--- src/rtl/ff_serializer_if.sv ---
// rtl/ff_serializer_if.sv - load-side and serial-side handshake bundle for ff_serializer
interface ff_serializer_if #(
  parameter int WIDTH = 8
);
  logic [WIDTH-1:0] in;
  logic             ld;
  logic             ld_ready;
  logic             out;
  logic             out_valid;
  logic             out_ready;
  logic             busy;
  logic             done;

  modport master (
    output in, ld, out_ready,
    input  ld_ready, out, out_valid, busy, done
  );

  modport slave (
    input  in, ld, out_ready,
    output ld_ready, out, out_valid, busy, done
  );
endinterface

--- src/rtl/ff_serializer.sv ---
// rtl/ff_serializer.sv - parallel-in serial-out transmitter with load/valid/ready handshake
module ff_serializer #(
  parameter int WIDTH     = 8,
  parameter bit LSB_FIRST = 1'b1
) (
  input logic               clk,
  input logic               rst,
  ff_serializer_if.slave    bus
);
  localparam int CW = (WIDTH > 1) ? $clog2(WIDTH) : 1;
  localparam logic [CW-1:0] CNT_LAST = CW'(WIDTH - 1);

  typedef enum logic {IDLE, SHIFT} state_e;

  state_e           state_q, state_d;
  logic [WIDTH-1:0] shreg_q, shreg_d;
  logic [CW-1:0]    cnt_q, cnt_d;
  logic             done_q, done_d;

  logic             last;
  logic             ld_ready;
  logic             head_bit;
  logic [WIDTH-1:0] shifted;

  assign last     = (cnt_q == CNT_LAST);
  assign ld_ready = (state_q == IDLE) || ((state_q == SHIFT) && last && bus.out_ready);
  assign head_bit = LSB_FIRST ? shreg_q[0] : shreg_q[WIDTH-1];
  // Zero fill keeps the vacated end clean so a stale bit can never reach out.
  assign shifted  = LSB_FIRST ? {1'b0, shreg_q[WIDTH-1:1]} : {shreg_q[WIDTH-2:0], 1'b0};

  assign bus.ld_ready  = ld_ready;
  assign bus.busy      = (state_q == SHIFT);
  assign bus.out_valid = (state_q == SHIFT);
  assign bus.out       = (state_q == SHIFT) ? head_bit : 1'b0;
  assign bus.done      = done_q;

  always_ff @(posedge clk or posedge rst) begin
    if (rst) begin
      state_q <= IDLE;
      shreg_q <= '0;
      cnt_q   <= '0;
      done_q  <= 1'b0;
    end else begin
      state_q <= state_d;
      shreg_q <= shreg_d;
      cnt_q   <= cnt_d;
      done_q  <= done_d;
    end
  end

  always_comb begin
    state_d = state_q;
    shreg_d = shreg_q;
    cnt_d   = cnt_q;
    done_d  = 1'b0;
    unique case (state_q)
      IDLE: begin
        if (bus.ld) begin
          shreg_d = bus.in;
          cnt_d   = '0;
          state_d = SHIFT;
        end
      end
      SHIFT: begin
        if (bus.out_ready) begin
          if (!last) begin
            shreg_d = shifted;
            cnt_d   = cnt_q + CW'(1);
          end else begin
            // Final bit accepted: a pending load chains straight in with no bubble.
            done_d = 1'b1;
            cnt_d  = '0;
            if (bus.ld) begin
              shreg_d = bus.in;
            end else begin
              shreg_d = '0;
              state_d = IDLE;
            end
          end
        end
      end
      default: state_d = IDLE;
    endcase
  end
endmodule

--- src/flat_wrapper.sv ---
// flat-port wrapper written by rule: the top's interface ports become plain ports
module ff_serializer_flat 
#(
  parameter int WIDTH     = 8,
  parameter bit LSB_FIRST = 1'b1
)
  (clk, rst, bus_in, bus_ld, bus_out_ready, bus_ld_ready, bus_out, bus_out_valid, bus_busy, bus_done);
  ff_serializer_if #(.WIDTH(WIDTH)) bus_i ();
  input logic clk;
  input logic rst;
  input wire logic [$bits(bus_i.in)-1:0] bus_in;
  input wire logic [$bits(bus_i.ld)-1:0] bus_ld;
  input wire logic [$bits(bus_i.out_ready)-1:0] bus_out_ready;
  output wire logic [$bits(bus_i.ld_ready)-1:0] bus_ld_ready;
  output wire logic [$bits(bus_i.out)-1:0] bus_out;
  output wire logic [$bits(bus_i.out_valid)-1:0] bus_out_valid;
  output wire logic [$bits(bus_i.busy)-1:0] bus_busy;
  output wire logic [$bits(bus_i.done)-1:0] bus_done;
  assign bus_i.in = bus_in;
  assign bus_i.ld = bus_ld;
  assign bus_i.out_ready = bus_out_ready;
  assign bus_ld_ready = bus_i.ld_ready;
  assign bus_out = bus_i.out;
  assign bus_out_valid = bus_i.out_valid;
  assign bus_busy = bus_i.busy;
  assign bus_done = bus_i.done;
  ff_serializer #(.WIDTH(WIDTH), .LSB_FIRST(LSB_FIRST)) u_core (.clk(clk), .rst(rst), .bus(bus_i));
endmodule
--- config.mk ---
export PLATFORM = sky130hd
export DESIGN_NAME = ff_serializer_flat
export DESIGN_NICKNAME = d
export VERILOG_FILES = /design/src/rtl/ff_serializer_if.sv /design/src/rtl/ff_serializer.sv /design/src/flat_wrapper.sv
export SDC_FILE = /design/constraint.sdc
export NUM_CORES = 1
export LEC_CHECK = 0
export ABC_AREA = 0
export CAP_MARGIN = 25
export CORE_AREA = 2 2 39 41
export DETAILED_ROUTE_END_ITERATION = 8
export DIE_AREA = 0 0 41 43
export DONT_BUFFER_PORTS = 1
export GPL_ROUTABILITY_DRIVEN = 0
export MAX_ROUTING_LAYER = met4
export PLACE_DENSITY = 0.62
export RECOVER_POWER = 100
export SLEW_MARGIN = 40
export SYNTH_ARGS = -nofsm -noshare
export SYNTH_HDL_FRONTEND = slang
export SYNTH_SLANG_ARGS = --single-unit
--- constraint.sdc ---
create_clock -name clk -period 2.1 [get_ports clk]
set_input_delay 0.21 -clock clk [delete_from_list [all_inputs] [get_ports clk]]
set_output_delay 0.21 -clock clk [all_outputs]
set_load 0.05 [all_outputs]
==> metrics.txt, run 1 <==
outcome completed; critical path's largest stage delay 0.41 ns; Max Fclk 588 MHz; Layout Skew 0.00535 ns; grt ovf 0; TritonCTS Sinks 13; maximum VDD drop 615 uV; antenna-violating nets left 0; CP max FO 4; mapped cell area 663 sq um; Clock power frac 0.165; Psw 372 uW; P_int 578 uW; WP data required 1.89 ns; Clock transition at path regs 0.08 ns; std cell rows 14; Chip Height 43 microns; Worst Max-Slew Pin Slew 0.645 ns; Core Region 1380 sq um; first-pass GRT wire length 2030 microns; CP max stage cell dfrtp_1; via/cell ratio 5.79; Slew Viols, Final 0; Power, Total 950 uW; CTS tree yes; syn_nets 75; reported max-cap violation count 0; fin crit period 1.70 ns; Die Area 1760 sq um; Leak 0.000329 uW; initial antenna violation count 0; vias post-DR 463; Synth Instances 60; Post-CTS Resized 0; Final Hold Violating Endpoints 0; Sw Share 0.392; CTS Hold Bufs 1; worst-skew pair later-pin latency 0.28 ns; Total Routing Usage GR 0.181; DR DRC count 0; HP Class in2reg; routed len/inst 15.0 microns; area of placed instances 672 sq um; clock buffer depth 2; final std cells w/o fill 80; synth warn 0; Post-CTS Setup Bufs 0; Crit Path Category reg2out; Seq/Total Area, Yosys 0.491; initial core utilization 0.479; TritonCTS Buffers 3; critical path endpoint category output port; RSZ-0062 raised after global routing false; PortBufs 0; largest net degree at the start of global routing 14; DP Wirelength 903 microns; Seq pwr share 0.450; violation count after the first detailed-routing iteration 7; Yosys cell types 18; Tcrit/Tclk final 0.809; Final setup viols 0; vias in the first global route 456; multi-input logic area 298 sq um; clock root buffer clkbuf_4; Placed Instances 75; Worst Setup Start Kind flip-flop; final net count 80; routed wire length 1200 microns; post-synthesis average cell area 11.1 sq um; Cell Chain, Critical Path ha_1, ha_1, nand2_1, nand2_1; number of synthesized register bits 13; I/O pin cnt 17; ANT cells 0; H-tree depth 1; layout cell share with drive strength beyond 1 0.0938; Comb pwr share 0.385; # fillers 138; critical path arrival 1.49 ns; die width 41 microns; Rel. slew slack 0.558; pwr/cell area 1370 nW/um^2; Final Cell Area 692 sq um; Area growth, synth to finish 4.34%; FF/Latch Area 325 sq um; TNS Setup 0 ns; Initial DRT Pass Iterations 4
## cell usage after synthesis
| cell type | number | area (sq um) |
|---|---|---|
| a22o_1 | 2 | 17.5 |
| buf_4 | 2 | 15.0 |
| inv_1 | 1 | 3.75 |
| a221oi_1 | 7 | 61.3 |
| mux2_4 | 1 | 15.0 |
| nand2_1 | 4 | 15.0 |
| a32o_1 | 2 | 20.0 |
| and2_1 | 1 | 6.26 |
| mux2i_2 | 1 | 13.8 |
| and3_1 | 1 | 6.26 |
| dfrtp_1 | 13 | 325 |
| and2b_4 | 1 | 10.0 |
| a21bo_4 | 1 | 16.3 |
| nand2b_1 | 1 | 6.26 |
| nor2_1 | 16 | 60.1 |
| buf_6 | 1 | 11.3 |
| mux2_1 | 2 | 22.5 |
| ha_1 | 3 | 37.5 |
## metrics by stage
step / util / setup WS (ns) / hold WS, ns
after floorplan: - / 0.527 / 0.0870
after global placement: 0.486 / 0.520 / 0.154
after global routing: 0.500 / 0.305 / 0.0327
after detailed placement: 0.486 / 0.472 / 0.158
after CTS: 0.512 / 0.370 / 0.0332
final: 0.500 / 0.400 / 0.0450
## state kept, by name, indices dropped and copies added (netlist names)
signal           count
u_core.shreg_q       8
u_core.cnt_q         3
u_core.bus.done      1
u_core.bus.busy      1
## final timing paths
kind	start	to	slack, ns	depth (start not counted)
worst min-delay path	bus_ld	u_core.bus.busy	0.04	1
worst max-delay path	u_core.cnt_q[1]	bus_ld_ready	0.40	4
min in group asynchronous	rst	u_core.bus.done	0.38	2
worst max register to register	u_core.cnt_q[1]	u_core.shreg_q[2]	0.47	5
worst min register to register	u_core.shreg_q[5]	u_core.shreg_q[5]	0.51	2
max in group asynchronous	rst	u_core.shreg_q[2]	1.38	2
## cell families after synthesis
| family | after synthesis | synth area share |
|---|---|---|
| multiplexers | 4 | 0.0773 |
| buffers and inverters | 4 | 0.0453 |
| flip-flops | 13 | 0.491 |
| AND/OR/NAND/NOR | 24 | 0.157 |
| AO/OA/AOI/OAI | 12 | 0.174 |
| adder cells (fa/ha/maj) | 3 | 0.0566 |
## cells in the final DEF, fill, tap and decap left out, types with 2 or more instances in the layout
cell	instances
nor2_1	16
dfrtp_1	13
a221oi_1	7
nand2_1	4
ha_1	3
clkbuf_4	3
a32o_1	2
mux2_1	2
a22o_1	2
clkbuf_1	2
## final cells by class
| type | count | share of cell area |
|---|---|---|
| multi-input cells | 43 | 0.430 |
| flip-flops and latches | 13 | 0.470 |
| well taps | 16 | 0.0289 |
| inverters | 1 | 0.00542 |
| repair buffers | 3 | 0.0271 |
| clock buffers | 4 | 0.0380 |
## worst max-delay path, delay by kind of cell (launching register included)
kind | cells | cell delay (ns)
adders and majority gates | 2 | 0.43
DFF | 1 | 0.41
and+or+nand+nor | 2 | 0.38
## power groups by stage
stage          clock [uW]  combinational (uW)  sequential, uW
2_1_floorplan           0                 332             420
3_3_place_gp            0                 380             430
3_5_place_dp            0                 387             434
4_1_cts               161                 391             428
5_1_grt               171                 413             440
6_report              157                 366             428
## routing by layer
layer / wire length [microns] / global-route usage / vias up
met5: 0 / - / -
met4: 9 / 0.120 / 0
met3: 71 / 0.0471 / 2
met2: 585 / 0.241 / 13
met1: 535 / 0.234 / 224
li1: - / - / 224
No activity file was read; power rests on OpenSTA's default activity.
==> run 2, diff against run 1 <==
--- a/config.mk
+++ b/config.mk
@@ -13,7 +13,7 @@
 export DONT_BUFFER_PORTS = 1
 export GPL_ROUTABILITY_DRIVEN = 0
 export MAX_ROUTING_LAYER = met4
-export PLACE_DENSITY = 0.62
+export PLACE_DENSITY = 0.64
 export RECOVER_POWER = 100
 export SLEW_MARGIN = 40
 export SYNTH_ARGS = -nofsm -noshare
==> constraint.sdc (replaced) <==
create_clock -name clk -period 1.42 [get_ports clk]
set_input_delay 0.142 -clock clk [delete_from_list [all_inputs] [get_ports clk]]
set_output_delay 0.142 -clock clk [all_outputs]
set_load 0.05 [all_outputs]
==> run 2 against run 1 <==
Compared with the run above:
- the flow now finishes with violations (setup timing)
- final cell count grew 11%
- sequential power grew 51%
- count of clock-buffer cells in the layout is the same
- via count grew 6.3%
- die area is the same
- global-route usage shrank 0.15 points
- worst hold slack lost 0.026 ns
- non-clock buffer count grew 9
- critical path depth grew 2
- register-to-register slack lost 0.49 ns
- utilization grew 14 points
- clock skew shrank 0.0045 ns
- critical endpoint unchanged
- largest power group is now combinational logic
- highest routed layer unchanged
==> metrics.txt, run 2 (synthesis results as in run 1) <==
first-pass GRT wire length 2060 microns; Chip Height 43 microns; DR DRC count 0; via/cell ratio 5.53; initial antenna violation count 0; reported max-cap violation count 0; clock buffer depth 2; WP data required 1.28 ns; worst-skew pair later-pin latency 0.27 ns; Rel. slew slack 0.539; CP max FO 3; ANT cells 0; initial core utilization 0.479; grt ovf 0; HP Class in2reg; Core Region 1380 sq um; Total Routing Usage GR 0.179; antenna-violating nets left 0; failing checks setup timing; critical path arrival 1.39 ns; DP Wirelength 926 microns; die width 41 microns; Die Area 1760 sq um; Tcrit/Tclk final 1.08; routed wire length 1300 microns; Layout Skew 0.000885 ns; Final Core Density 0.638; Initial DRT Pass Iterations 4; pwr/cell area 1980 nW/um^2; most common library cell in the layout ignoring fill and taps nor2_1; Final Hold Violating Endpoints 0; PortBufs 0; final net count 89; Crit Path Category reg2out; TritonCTS Buffers 3; CTS tree yes; setup ws final -0.112 ns; Worst Max-Slew Pin Slew 0.678 ns; clock root buffer clkbuf_4; TritonCTS Sinks 13; layout cell share with drive strength beyond 1 0.425; H-tree depth 1; max reg flops 8; Leak 0.000399 uW; Worst Setup Start Kind flip-flop; violation count after the first detailed-routing iteration 4; Slew Viols, Final 0; flop-to-flop setup slack -0.02 ns; Max Fclk 653 MHz; biggest registers after layout u_core.shreg_q: 8 flops, u_core.cnt_q: 3 flops; std cell rows 14; Final setup viols 4; largest net degree at the start of global routing 14; Clock transition at path regs 0.08 ns; critical path endpoint category output port; most frequent cells in the layout nor2_1, dfrtp_1, a221oi_2, buf_4, clkbuf_4; Area growth, synth to finish 33.2%; Top reg by flops u_core.shreg_q; vias in the first global route 504; maximum VDD drop 948 uV; I/O pin cnt 17; outcome finished, violations left; routed len/inst 14.6 microns; RSZ-0062 raised after global routing true; vias post-DR 492; TNS Setup -0.138 ns; fin crit period 1.53 ns
run 2: cell types whose count changed in the layout (fill, tap and decap cells not counted), sizes merged:
cell         delta
dlygate4sd3     +1
buf            +10
clkbuf          -2
run 2: per-layer routing:
| metal | vias to the layer above | wire length [microns] | track usage |
|---|---|---|---|
| li1 | 243 | - | - |
| met1 | 234 | 557 | 0.212 |
| met2 | 12 | 670 | 0.275 |
| met3 | 3 | 57 | 0.0471 |
| met4 | 0 | 17 | 0.0800 |
| met5 | - | 0 | - |
run 2: where the power goes:
| part | internal (uW) | switching (uW) |
|---|---|---|
| sequential | 516 | 129 |
| clock | 109 | 119 |
| combinational | 474 | 402 |
run 2: path summary, 6_finish.rpt:
check                                        from                 to  depth (start not counted)
min in group asynchronous                     rst    u_core.cnt_q[1]                          2
worst max-delay path              u_core.cnt_q[1]       bus_ld_ready                          6
worst min register to register  u_core.shreg_q[0]  u_core.shreg_q[0]                          2
max in group asynchronous                     rst    u_core.bus.busy                          2
worst max register to register    u_core.cnt_q[1]  u_core.shreg_q[2]                          5
worst min-delay path                    bus_in[0]  u_core.shreg_q[0]                          2
run 2: metrics by stage:
step	total power (uW)	hold WS (ns)	cells	worst slack, ns	cell area (sq um)
4_1_cts	1700	0.0146	87	-0.149	852
5_1_grt	1880	0.0144	89	-0.169	883
2_1_floorplan	1220	0.0189	60	0.00180	723
3_5_place_dp	1430	0.0879	80	-0.0796	782
3_3_place_gp	1420	0.0857	80	-0.0605	782
6_report	1750	0.0186	89	-0.112	883
run 2: cell type report:
cell class | instances | area, sq um
fill | 117 | 500
timing repair buffer | 12 | 119
multi-input combinational | 43 | 388
inverter | 1 | 3.75
clock buffer | 4 | 26.3
sequential | 13 | 327
tap | 16 | 20.0
run 2: critical path, stage by stage (launching register included):
cell and delay, ns:
dfrtp_1 0.39, ha_2 0.20, ha_4 0.17, buf_6 0.12, nand2_4 0.05, nand2_4 0.05
buf_8 0.14
run 2: repair_timing:
action	in CTS	in global routing
setup endpoints to repair	8	10
hold endpoints to repair	14	0
setup buffers	1	2
pin swaps	17	1
resized for setup	5	4
hold buffers	2	0
==> run 3, diff against run 2 <==
--- a/config.mk
+++ b/config.mk
@@ -15,7 +15,8 @@
 export MAX_ROUTING_LAYER = met4
 export PLACE_DENSITY = 0.64
 export RECOVER_POWER = 100
-export SLEW_MARGIN = 40
+export SKIP_LAST_GASP = 1
+export SLEW_MARGIN = 30
 export SYNTH_ARGS = -nofsm -noshare
 export SYNTH_HDL_FRONTEND = slang
 export SYNTH_SLANG_ARGS = --single-unit
==> results of run 3 <==
No change in the layout: final DEF, timing and power equal those of run 2.
